<file path="config.mk">
export PLATFORM = sky130hd
export DESIGN_NAME = multi_stage_cook_sequencer
export DESIGN_NICKNAME = d
export VERILOG_FILES = /design/src/rtl/multi_stage_cook_sequencer.sv
export SDC_FILE = /design/constraint.sdc
export NUM_CORES = 1
export LEC_CHECK = 0
export BUFFER_PORTS_ARGS = -buffer_cell sky130_fd_sc_hd__buf_2
export CAP_MARGIN = 10
export CORE_AREA = 2 2 125 103
export CTS_BUF_LIST = sky130_fd_sc_hd__clkbuf_4
export DETAILED_ROUTE_END_ITERATION = 8
export DIE_AREA = 0 0 127 105
export GPL_TIMING_DRIVEN = 0
export PLACE_DENSITY = 0.66
export SLEW_MARGIN = 20
export SYNTH_ARGS = -nofsm -noshare
export SYNTH_HDL_FRONTEND = slang
export SYNTH_SLANG_ARGS = --single-unit
</file>
<file path="constraint.sdc">
create_clock -name i_clk -period 6.49 [get_ports i_clk]
set_input_delay 0.3245 -clock i_clk [delete_from_list [all_inputs] [get_ports i_clk]]
set_output_delay 0.3245 -clock i_clk [all_outputs]
set_load 0.05 [all_outputs]
</file>
<file path="src/rtl/multi_stage_cook_sequencer.sv">
// multi_stage_cook_sequencer
// Runs a programmed list of cooking stages, each with its own duration and
// power level. Power is delivered as a per-second heater duty cycle over a
// POWER_MAX-tick window. Handles door interlock, pause/resume and add-time.
//
// Ports:
//   i_clk, i_reset (sync, active-low), i_tick_1hz (1-clk pulse per second)
//   i_cfg_we/i_cfg_idx/i_cfg_time/i_cfg_power : stage programming (IDLE only)
//   i_num_stages : active stage count, sampled at start
//   i_start/i_pause/i_cancel/i_add_time : command pulses; i_door_open : level
//   o_state (0 IDLE,1 RUNNING,2 PAUSED,3 COMPLETE), o_cur_stage, o_remaining_sec
//   o_heater_on, o_motor_enable, o_stage_done, o_cook_done, o_cfg_err
//
// state    | meaning
// ---------+---------------------------------------------------------
// IDLE     | waiting for start; stage programming accepted
// RUNNING  | counting down current stage, heater duty active, motor on
// PAUSED   | countdown frozen, heater and motor off
// COMPLETE | program finished; alarm countdown then back to IDLE
module multi_stage_cook_sequencer #(
  parameter int NUM_STAGES  = 4,
  parameter int IDX_W       = (NUM_STAGES > 1) ? $clog2(NUM_STAGES) : 1,
  parameter int TIME_W      = 12,
  parameter int MAX_TIME    = 5999,
  parameter int PWR_W       = 4,
  parameter int POWER_MAX   = 10,
  parameter int ADD_STEP    = 30,
  parameter int ALARM_TICKS = 3
) (
  input  logic              i_clk,
  input  logic              i_reset,
  input  logic              i_tick_1hz,
  input  logic              i_cfg_we,
  input  logic [IDX_W-1:0]  i_cfg_idx,
  input  logic [TIME_W-1:0] i_cfg_time,
  input  logic [PWR_W-1:0]  i_cfg_power,
  input  logic [IDX_W:0]    i_num_stages,
  input  logic              i_start,
  input  logic              i_pause,
  input  logic              i_cancel,
  input  logic              i_add_time,
  input  logic              i_door_open,
  output logic [1:0]        o_state,
  output logic [IDX_W-1:0]  o_cur_stage,
  output logic [TIME_W-1:0] o_remaining_sec,
  output logic              o_heater_on,
  output logic              o_motor_enable,
  output logic              o_stage_done,
  output logic              o_cook_done,
  output logic              o_cfg_err
);

  // The ceiling can never exceed what the seconds counter can hold.
  localparam int TIME_CEIL = (MAX_TIME > (2**TIME_W) - 1) ? (2**TIME_W) - 1 : MAX_TIME;
  localparam int DUTY_LAST_I = POWER_MAX - 1;
  localparam int ALARM_W = (ALARM_TICKS > 1) ? $clog2(ALARM_TICKS + 1) : 1;

  localparam logic [TIME_W:0]    CEIL_X    = TIME_CEIL[TIME_W:0];
  localparam logic [TIME_W:0]    ADD_X     = ADD_STEP[TIME_W:0];
  localparam logic [TIME_W-1:0]  T_ONE     = {{(TIME_W-1){1'b0}}, 1'b1};
  localparam logic [PWR_W-1:0]   PMAX      = POWER_MAX[PWR_W-1:0];
  localparam logic [PWR_W-1:0]   DUTY_LAST = DUTY_LAST_I[PWR_W-1:0];
  localparam logic [PWR_W-1:0]   P_ONE     = {{(PWR_W-1){1'b0}}, 1'b1};
  localparam logic [IDX_W:0]     NUM_X     = NUM_STAGES[IDX_W:0];
  localparam logic [IDX_W:0]     I_ONE     = {{IDX_W{1'b0}}, 1'b1};
  localparam logic [ALARM_W-1:0] ALARM_X   = ALARM_TICKS[ALARM_W-1:0];
  localparam logic [ALARM_W-1:0] A_ONE     = {{(ALARM_W-1){1'b0}}, 1'b1};

  typedef enum logic [1:0] {
    ST_IDLE  = 2'd0,
    ST_RUN   = 2'd1,
    ST_PAUSE = 2'd2,
    ST_DONE  = 2'd3
  } state_t;

  state_t             r_state;
  logic [IDX_W-1:0]   r_stage;
  logic [TIME_W-1:0]  r_rem;
  logic [PWR_W-1:0]   r_duty;
  logic [IDX_W:0]     r_num;
  logic [ALARM_W-1:0] r_alarm;
  logic               r_heater, r_motor, r_stage_done, r_cook_done, r_cfg_err;
  logic [TIME_W-1:0]  r_time  [NUM_STAGES];
  logic [PWR_W-1:0]   r_power [NUM_STAGES];

  state_t             w_state_nxt;
  logic [IDX_W-1:0]   w_stage_nxt;
  logic [TIME_W-1:0]  w_rem_nxt;
  logic [PWR_W-1:0]   w_duty_nxt;
  logic [IDX_W:0]     w_num_nxt;
  logic [ALARM_W-1:0] w_alarm_nxt;
  logic               w_stage_done_nxt, w_cook_done_nxt, w_cfg_err_nxt, w_cfg_wr;

  logic [IDX_W:0]     w_num_clamped;
  logic [IDX_W:0]     w_nxt_idx_x;
  logic [IDX_W-1:0]   w_nxt_idx;
  logic               w_has_next;
  logic               w_add_dec;
  logic [TIME_W:0]    w_add_sum;
  logic [TIME_W-1:0]  w_add_sat;
  logic [PWR_W-1:0]   w_duty_inc;
  logic [TIME_W-1:0]  w_cfg_time_sat;
  logic [PWR_W-1:0]   w_cfg_pwr;

  assign w_num_clamped  = (i_num_stages > NUM_X) ? NUM_X : i_num_stages;
  assign w_nxt_idx_x    = {1'b0, r_stage} + I_ONE;
  assign w_nxt_idx      = w_nxt_idx_x[IDX_W-1:0];
  // Program ends early at the first zero-length stage.
  assign w_has_next     = (w_nxt_idx_x < r_num) && (r_time[w_nxt_idx] != '0);
  // A tick that coincides with add_time is folded into the sum; only RUNNING counts ticks.
  assign w_add_dec      = i_tick_1hz && (r_state == ST_RUN);
  assign w_add_sum      = {1'b0, r_rem} + ADD_X - {{TIME_W{1'b0}}, w_add_dec};
  assign w_add_sat      = (w_add_sum > CEIL_X) ? CEIL_X[TIME_W-1:0] : w_add_sum[TIME_W-1:0];
  assign w_duty_inc     = (r_duty >= DUTY_LAST) ? '0 : r_duty + P_ONE;
  assign w_cfg_time_sat = ({1'b0, i_cfg_time} > CEIL_X) ? CEIL_X[TIME_W-1:0] : i_cfg_time;
  assign w_cfg_pwr      = (i_cfg_power > PMAX) ? PMAX : i_cfg_power;

  always_comb begin
    w_state_nxt      = r_state;
    w_stage_nxt      = r_stage;
    w_rem_nxt        = r_rem;
    w_duty_nxt       = r_duty;
    w_num_nxt        = r_num;
    w_alarm_nxt      = r_alarm;
    w_stage_done_nxt = 1'b0;
    w_cook_done_nxt  = 1'b0;
    w_cfg_wr         = i_cfg_we && (r_state == ST_IDLE);
    w_cfg_err_nxt    = i_cfg_we && (r_state != ST_IDLE);

    if (i_cancel) begin
      w_state_nxt = ST_IDLE;
      w_stage_nxt = '0;
      w_rem_nxt   = '0;
      w_duty_nxt  = '0;
      w_alarm_nxt = '0;
    end else begin
      case (r_state)
        ST_IDLE: begin
          if (i_start) begin
            if ((w_num_clamped == '0) || (r_time[0] == '0) || i_door_open) begin
              w_cfg_err_nxt = 1'b1;
            end else begin
              w_state_nxt = ST_RUN;
              w_stage_nxt = '0;
              w_rem_nxt   = r_time[0];
              w_duty_nxt  = '0;
              w_num_nxt   = w_num_clamped;
            end
          end
        end
        ST_RUN: begin
          if (i_door_open || i_pause) begin
            w_state_nxt = ST_PAUSE;
          end else if (i_add_time) begin
            w_rem_nxt = w_add_sat;
            if (i_tick_1hz) w_duty_nxt = w_duty_inc;
          end else if (i_tick_1hz) begin
            if (r_rem > T_ONE) begin
              w_rem_nxt  = r_rem - T_ONE;
              w_duty_nxt = w_duty_inc;
            end else begin
              w_stage_done_nxt = 1'b1;
              if (w_has_next) begin
                w_stage_nxt = w_nxt_idx;
                w_rem_nxt   = r_time[w_nxt_idx];
                w_duty_nxt  = '0;
              end else begin
                w_rem_nxt       = '0;
                w_state_nxt     = ST_DONE;
                w_cook_done_nxt = 1'b1;
                w_alarm_nxt     = ALARM_X;
              end
            end
          end
        end
        ST_PAUSE: begin
          if (i_start) begin
            if (i_door_open) w_cfg_err_nxt = 1'b1;
            else             w_state_nxt   = ST_RUN;
          end else if (i_add_time) begin
            w_rem_nxt = w_add_sat;
          end
        end
        ST_DONE: begin
          if (i_tick_1hz) begin
            if (r_alarm <= A_ONE) begin
              w_state_nxt = ST_IDLE;
              w_stage_nxt = '0;
              w_alarm_nxt = '0;
            end else begin
              w_alarm_nxt = r_alarm - A_ONE;
            end
          end
        end
        default: w_state_nxt = ST_IDLE;
      endcase
    end
  end

  always_ff @(posedge i_clk) begin
    if (!i_reset) begin
      r_state      <= ST_IDLE;
      r_stage      <= '0;
      r_rem        <= '0;
      r_duty       <= '0;
      r_num        <= '0;
      r_alarm      <= '0;
      r_heater     <= 1'b0;
      r_motor      <= 1'b0;
      r_stage_done <= 1'b0;
      r_cook_done  <= 1'b0;
      r_cfg_err    <= 1'b0;
      for (int k = 0; k < NUM_STAGES; k++) begin
        r_time[k]  <= '0;
        r_power[k] <= '0;
      end
    end else begin
      r_state      <= w_state_nxt;
      r_stage      <= w_stage_nxt;
      r_rem        <= w_rem_nxt;
      r_duty       <= w_duty_nxt;
      r_num        <= w_num_nxt;
      r_alarm      <= w_alarm_nxt;
      r_stage_done <= w_stage_done_nxt;
      r_cook_done  <= w_cook_done_nxt;
      r_cfg_err    <= w_cfg_err_nxt;
      // Heater/motor follow the next state so they line up with the other outputs.
      r_heater     <= (w_state_nxt == ST_RUN) && (w_duty_nxt < r_power[w_stage_nxt]);
      r_motor      <= (w_state_nxt == ST_RUN);
      if (w_cfg_wr && ({1'b0, i_cfg_idx} < NUM_X)) begin
        r_time[i_cfg_idx]  <= w_cfg_time_sat;
        r_power[i_cfg_idx] <= w_cfg_pwr;
      end
    end
  end

  assign o_state         = r_state;
  assign o_cur_stage     = r_stage;
  assign o_remaining_sec = r_rem;
  assign o_heater_on     = r_heater;
  assign o_motor_enable  = r_motor;
  assign o_stage_done    = r_stage_done;
  assign o_cook_done     = r_cook_done;
  assign o_cfg_err       = r_cfg_err;

endmodule

</file>
==> results of run 1 <==
-- cells in the mapped netlist (3+ instances only) --
cell type / count / area, sq um
a211oi_1: 3 / 22.5
a21o_1: 4 / 30.0
a21oi_1: 35 / 175
a31oi_1: 8 / 50.1
and2_1: 59 / 369
and3_1: 4 / 25.0
clkbuf_1: 25 / 93.8
dfxtp_1: 30 / 601
edfxtp_1: 64 / 1920
ha_1: 34 / 425
inv_1: 35 / 131
mux2_2: 3 / 33.8
mux2i_1: 6 / 60.1
mux4_1: 8 / 210
mux4_2: 4 / 90.1
nand2_1: 41 / 154
nand2b_1: 3 / 18.8
nand3_1: 11 / 55.1
nand4_1: 5 / 31.3
nor2_1: 54 / 203
nor2b_1: 7 / 43.8
nor3_1: 11 / 55.1
nor3b_1: 6 / 45.0
nor4_1: 6 / 37.5
nor4_2: 3 / 37.5
o211ai_1: 12 / 90.1
o21ai_0: 24 / 120
o21ai_1: 7 / 35.0
o21bai_1: 3 / 22.5
o221ai_1: 6 / 52.6
o22ai_1: 3 / 18.8
o31a_1: 3 / 26.3
o31ai_1: 4 / 30.0
or3_1: 5 / 31.3
xnor2_1: 12 / 105
xor2_1: 4 / 35.0
-- logic make-up (layout without fill, tap and decap cells) --
logic type      Yosys count  in the layout  synth area share [%]
flops                    94             94                  42.7
buf+inv                  63            125                  4.32
mux                      22             22                  6.87
xor+xnor                 16             16                  2.37
fa+ha+maj                34             34                  7.21
simple gates            231            231                  21.2
compound gates          137            137                  15.3
-- routing by layer --
metal  global-route usage (%)  share of wire, %
met3                     4.92               6.6
met1                     33.2                46
met2                     35.9                46
met4                     6.28               1.8
met5                        0                 0
-- area by class of cell --
cell class / instances / area (sq um) / share of cell area [%]
buffer: 28 / 124 / 1.92
clock buffer: 9 / 67.6 / 1.05
clock inverter: 5 / 60.1 / 0.930
inverter: 35 / 131 / 2.03
multi-input combinational: 440 / 3130 / 48.4
sequential: 94 / 2520 / 39.0
tap: 152 / 190 / 2.94
timing repair buffer: 48 / 240 / 3.72
-- metrics by stage --
stage | cells | power, W | hold WS [ns]
final | 811 | 0.00124 | 0.141
after detailed placement | 797 | 0.000929 | 0.460
after global routing | 811 | 0.00129 | 0.114
after floorplan | 597 | 0.000854 | 0.432
after global placement | 797 | 0.000925 | 0.450
after CTS | 811 | 0.00124 | 0.118
-- critical path: stages (launching register included) --
cell	delay (ns)
dfxtp_1	0.37
ha_1	0.42
buf_1	0.50
mux4_1	0.47
nor4_2	0.40
and3_1	0.22
a2111oi_1	0.07
o221a_2	0.35
nor2_2	0.35
mux2_2	0.39
o21ai_1	0.24
ha_1	0.31
a21o_1	0.18
a21oi_1	0.14
o311ai_1	0.11
a41oi_1	0.17
-- sequential cells by signal (all words and copies together) (netlist names), 2 cells and up --
signal / flops
r_power: 16
o_remaining_sec: 12
r_duty: 4
o_state: 2
r_num: 3
r_alarm: 2
o_cur_stage: 2
r_time: 48
-- path summary, 6_finish.rpt --
check	startpoint	endpoint	slack, ns	depth (start not counted)
max reg2reg	o_cur_stage[0]	o_heater_on	1.71	15
max	o_cur_stage[0]	o_heater_on	1.71	15
min reg2reg	r_num[1]	r_num[1]	0.48	2
min	i_num_stages[2]	r_num[2]	0.14	3
-- power by group --
group	internal, W	switching, W
sequential	0.000666	0.0000132
combinational	0.0000808	0.000161
clock	0.000115	0.000205
total	0.000862	0.000378
==> results.cfg, run 1 <==
[floorplan]
fp.dieW_um = 127
die_y_um = 105
row_count = 36
start_util_pct = 49.3
die_area_sq_mm = 0.0133
core-area_sq_mm = 0.0120
io_pins = 51

[synth]
syn_avg_cell_area_sq_um = 9.89
synth_nets = 661
synth_cells = 597
ys_warn_count = 0
async_reset_ff_share_pct = 0
ys_seq_area_share_pct = 42.7
synth_enable_flop_cells = 64
synth_area_sq_mm = 0.00590
synth-seq-cells = 94
yosys.cell_types.count = 71
ys.flop_type = edfxtp_1

[cts]
cts_tree = yes
root_buffer = clkbuf_4
post_cts_resized = 0
clock_path_buffers = 2
cts.sink_count = 94
cts_hold_buf = 0
clkLatencyLatePin_ns = 0.46
clk_pin_slew_ns = 0.14
cts_buffers = 9
postCtsSetupBuffers = 0
htreeDepth = 3

[timing]
fin_skew_ns = 0.0206
finalCritPeriodShare_pct = 73.6
period_minus_slack_ns = 4.78
setup_viol = 0
fmax_mhz = 209
slew_violations = 0
fin_ws_ns = 1.71
relSlewSlack_pct = 42.2
rsz0062_at_grt = no
tightest_slew_ns = 0.860
final-hold-violation-count = 0
finalSetupTns_ns = 0

[global_route]
grt_use_total_pct = 23.2
antenna_found_initial = 0
grt_pass1_wl_um = 24200
grt.overflow.total = 0
grt_max_degree = 17
grt_pass1_vias = 4593

[critical_path]
cp_max_fo = 10
required_ns = 6.88
arrival_ns = 5.16
critPathLaunchType = flop
critPathCaptureType = flop
critical_path_class = flop to flop

[finish]
drive_gt1_share_pct = 12.7
nets = 720
final_common_cell = edfxtp_1
postLayoutCoreUtil_pct = 53.9
fillers = 1087
final_cell_mix = edfxtp_1, and2_1, nor2_1
diodes = 0
area_growth_pct = 9.45
final_cell_area_sq_mm = 0.00646

[pwr]
p_per_area_mw_per_mm2 = 192
p_leak_nw = 2.52
peakVddDrop_mv = 0.139

[route]
via_per_inst = 5.98
dr.pass1.iters = 4
vias = 4848
routed_wl_um = 15500
route.detailed.drc = 0
ant_nets = 0
wl_per_cell_um = 19.1
drtIter0Drc = 393

[placement]
placed_cell_area_sq_mm = 0.00633
hpwl_um = 11500
place_congestion = 0.940
portBuffers = 48
post-place-ws_ns = 1.75

[run]
drv_cap = 0

[hold_path]
hp-class = input pin to flop

[status]
status = completed
(Power assumes the default switching activity.)
==> run 2: changes to the inputs <==
Settings changed: ABC_AREA from default to 1, PLACE_DENSITY 0.66 to 0.68.
Clock period 6.49 ns to 4 ns, I/O delays scaled along.
==> results.cfg, run 2 <==
[synth]
synth_nets = 824
synth_common_cells = nand2_1, nor2_1, inv_1
synth-seq-cells = 94
yosysMostFrequentCell = nand2_1
synthTopCellsByArea = edfxtp_1, nand2_1, dfxtp_1
synth_top_area_share_pct = 32.5
ys_seq_area_share_pct = 42.6
syn_avg_cell_area_sq_um = 7.79
synth_area_sq_mm = 0.00592
yosys.area.top_type = edfxtp_1
ys.flop_type = edfxtp_1
yosys.cell_types.count = 47
synth_cells = 760
synth_enable_flop_cells = 64
ys_warn_count = 0
async_reset_ff_share_pct = 0

[placement]
hpwl_um = 12100
place_congestion = 0.959
numPlacedInstances = 959
portBuffers = 47

[global_route]
grt_use_met1_pct = 34.7
grt_use_met3_pct = 3.89
grt_pass1_wl_um = 25100
grt_use_total_pct = 23.7
grt.busiest_layer = met2
grt.overflow.total = 0
antenna_found_initial = 0
grt_max_degree = 19
grt_pass1_vias = 4999
grt_use_met2_pct = 36.1

[timing]
relSlewSlack_pct = 48.6
fin_skew_ns = 0.0233
slew_violations = 0
fmax_mhz = 285
rsz0062_at_grt = no
period_minus_slack_ns = 3.51
finalSetupTns_ns = 0
finalCritPeriodShare_pct = 87.7
tightest_slew_ns = 0.771
setup_viol = 0
final-hold-violation-count = 0

[finish]
area_growth_pct = 10.7
diodes = 0
largest_register = r_time
nets = 885
final_cells = 978
drive_gt1_share_pct = 11.7
final_common_cell = nand2_1
fillers = 1116
final_cell_mix = nand2_1, nor2_1, inv_1
largest_reg_flops = 48

[route]
vias = 5459
dr.pass1.iters = 5
ant_nets = 0
via_per_inst = 5.58
wl_per_cell_um = 15.9
route.detailed.drc = 0
drtIter0Drc = 502
routed_wl_um = 15500

[pwr]
power.total_w = 0.00221
p_leak_nw = 2.88
peakVddDrop_mv = 0.209
p_per_area_mw_per_mm2 = 336

[hold_path]
hold_depth = 3
hp-class = input pin to flop
min_to = o_cfg_err
hold_start = i_start

[run]
drv_cap = 0

[floorplan]
fp.dieW_um = 127
die_y_um = 105
die_area_sq_mm = 0.0133
core-area_sq_mm = 0.0120
io_pins = 51
row_count = 36
start_util_pct = 49.4

[status]
status = completed

[cts]
cts_tree = yes
cts.sink_count = 94
cts_buffers = 9
clock_path_buffers = 2
clkLatencyLatePin_ns = 0.48
clk_pin_slew_ns = 0.16
htreeDepth = 3
root_buffer = clkbuf_4

[critical_path]
required_ns = 4.42
critical_path_class = flop to flop
critPathLaunchType = flop
cp_max_fo = 10
critPathCaptureType = flop
rrSetupSlack_ns = 0.49
timing.rr.start = o_cur_stage[1]
arrival_ns = 3.93
rr_worst_depth = 22
reg2reg_to = o_heater_on
==> run 2: final cells by class <==
cell class	count	area (sq um)	share of cell area, %
multi-input combinational	547	2920	44.5
sequential	94	2520	38.5
inverter	93	352	5.36
timing repair buffer	50	265	4.05
tap	152	190	2.90
buffer	26	134	2.04
clock inverter	7	109	1.66
clock buffer	9	67.6	1.03
==> run 2: layer usage <==
metal,share of wire (%),vias to the layer above,wire [um]
met2,44,237,6860
met3,7.3,25,1140
met1,47,2530,7280
met5,0,-,0
li1,-,2667,-
met4,1.7,0,265
==> run 2: critical path, cell delays in order (launching register included) <==
cell and delay, ns:
dfxtp_1 0.48, ha_1 0.36, inv_1 0.14, buf_2 0.26
nand3_1 0.10, nand2_1 0.15, nand2_1 0.10, nor2_2 0.10
nand3_2 0.12, nand3_2 0.10, nor2_1 0.06, nand2_1 0.06
nand3_1 0.06, nand2_1 0.07, nand2_1 0.07, nand2_1 0.06
nand2_1 0.18, a31oi_1 0.21, a22o_1 0.20, ha_1 0.26
a21oi_1 0.15, nand2_1 0.07, a21oi_2 0.09
==> run 2: kinds of logic after synthesis <==
logic type	Yosys count	synth area share, %
AND/OR/NAND/NOR	352	24.9
XOR/XNOR	12	1.78
buffers and inverters	119	8.20
AO/OA/AOI/OAI	146	14.9
multiplexers	3	0.507
adder cells (fa/ha/maj)	34	7.19
flip-flops	94	42.6
==> run 2: worst max-delay path by stage <==
stage               cells after the start           to            from  slack, ns
floorplan                              18  o_heater_on  o_cur_stage[1]       0.80
global placement                       22  o_heater_on  o_cur_stage[1]       0.68
detailed placement                     22  o_heater_on  o_cur_stage[1]       0.59
CTS                                    22  o_heater_on  o_cur_stage[1]       0.55
global route                           22  o_heater_on  o_cur_stage[1]       0.10
finish                                 22  o_heater_on  o_cur_stage[1]       0.49
==> run 2: per-stage QoR <==
step	hold slack, ns	instance area [sq um]	setup WS, ns	util, %
2_1_floorplan	0.343	5920	0.800	-
3_5_place_dp	0.468	6350	0.594	53.0
5_1_grt	0.0210	6560	0.100	54.7
3_3_place_gp	0.455	6350	0.685	53.0
6_report	0.0210	6560	0.492	54.7
4_1_cts	0.00223	6560	0.549	54.7
==> run 2: timing repair <==
| action | in CTS | in global routing |
|---|---|---|
| hold buffers | 3 | 0 |
| resized for setup | 0 | 0 |
| setup buffers | 0 | 0 |
| endpoints found under the hold margin | 3 | 0 |
==> run 2: report_power, final <==
group	switching (W)	total, W	internal (W)
Clock	0.000372	0.000641	0.000269
Combinational	0.000319	0.000458	0.000139
Sequential	0.0000230	0.00111	0.00108
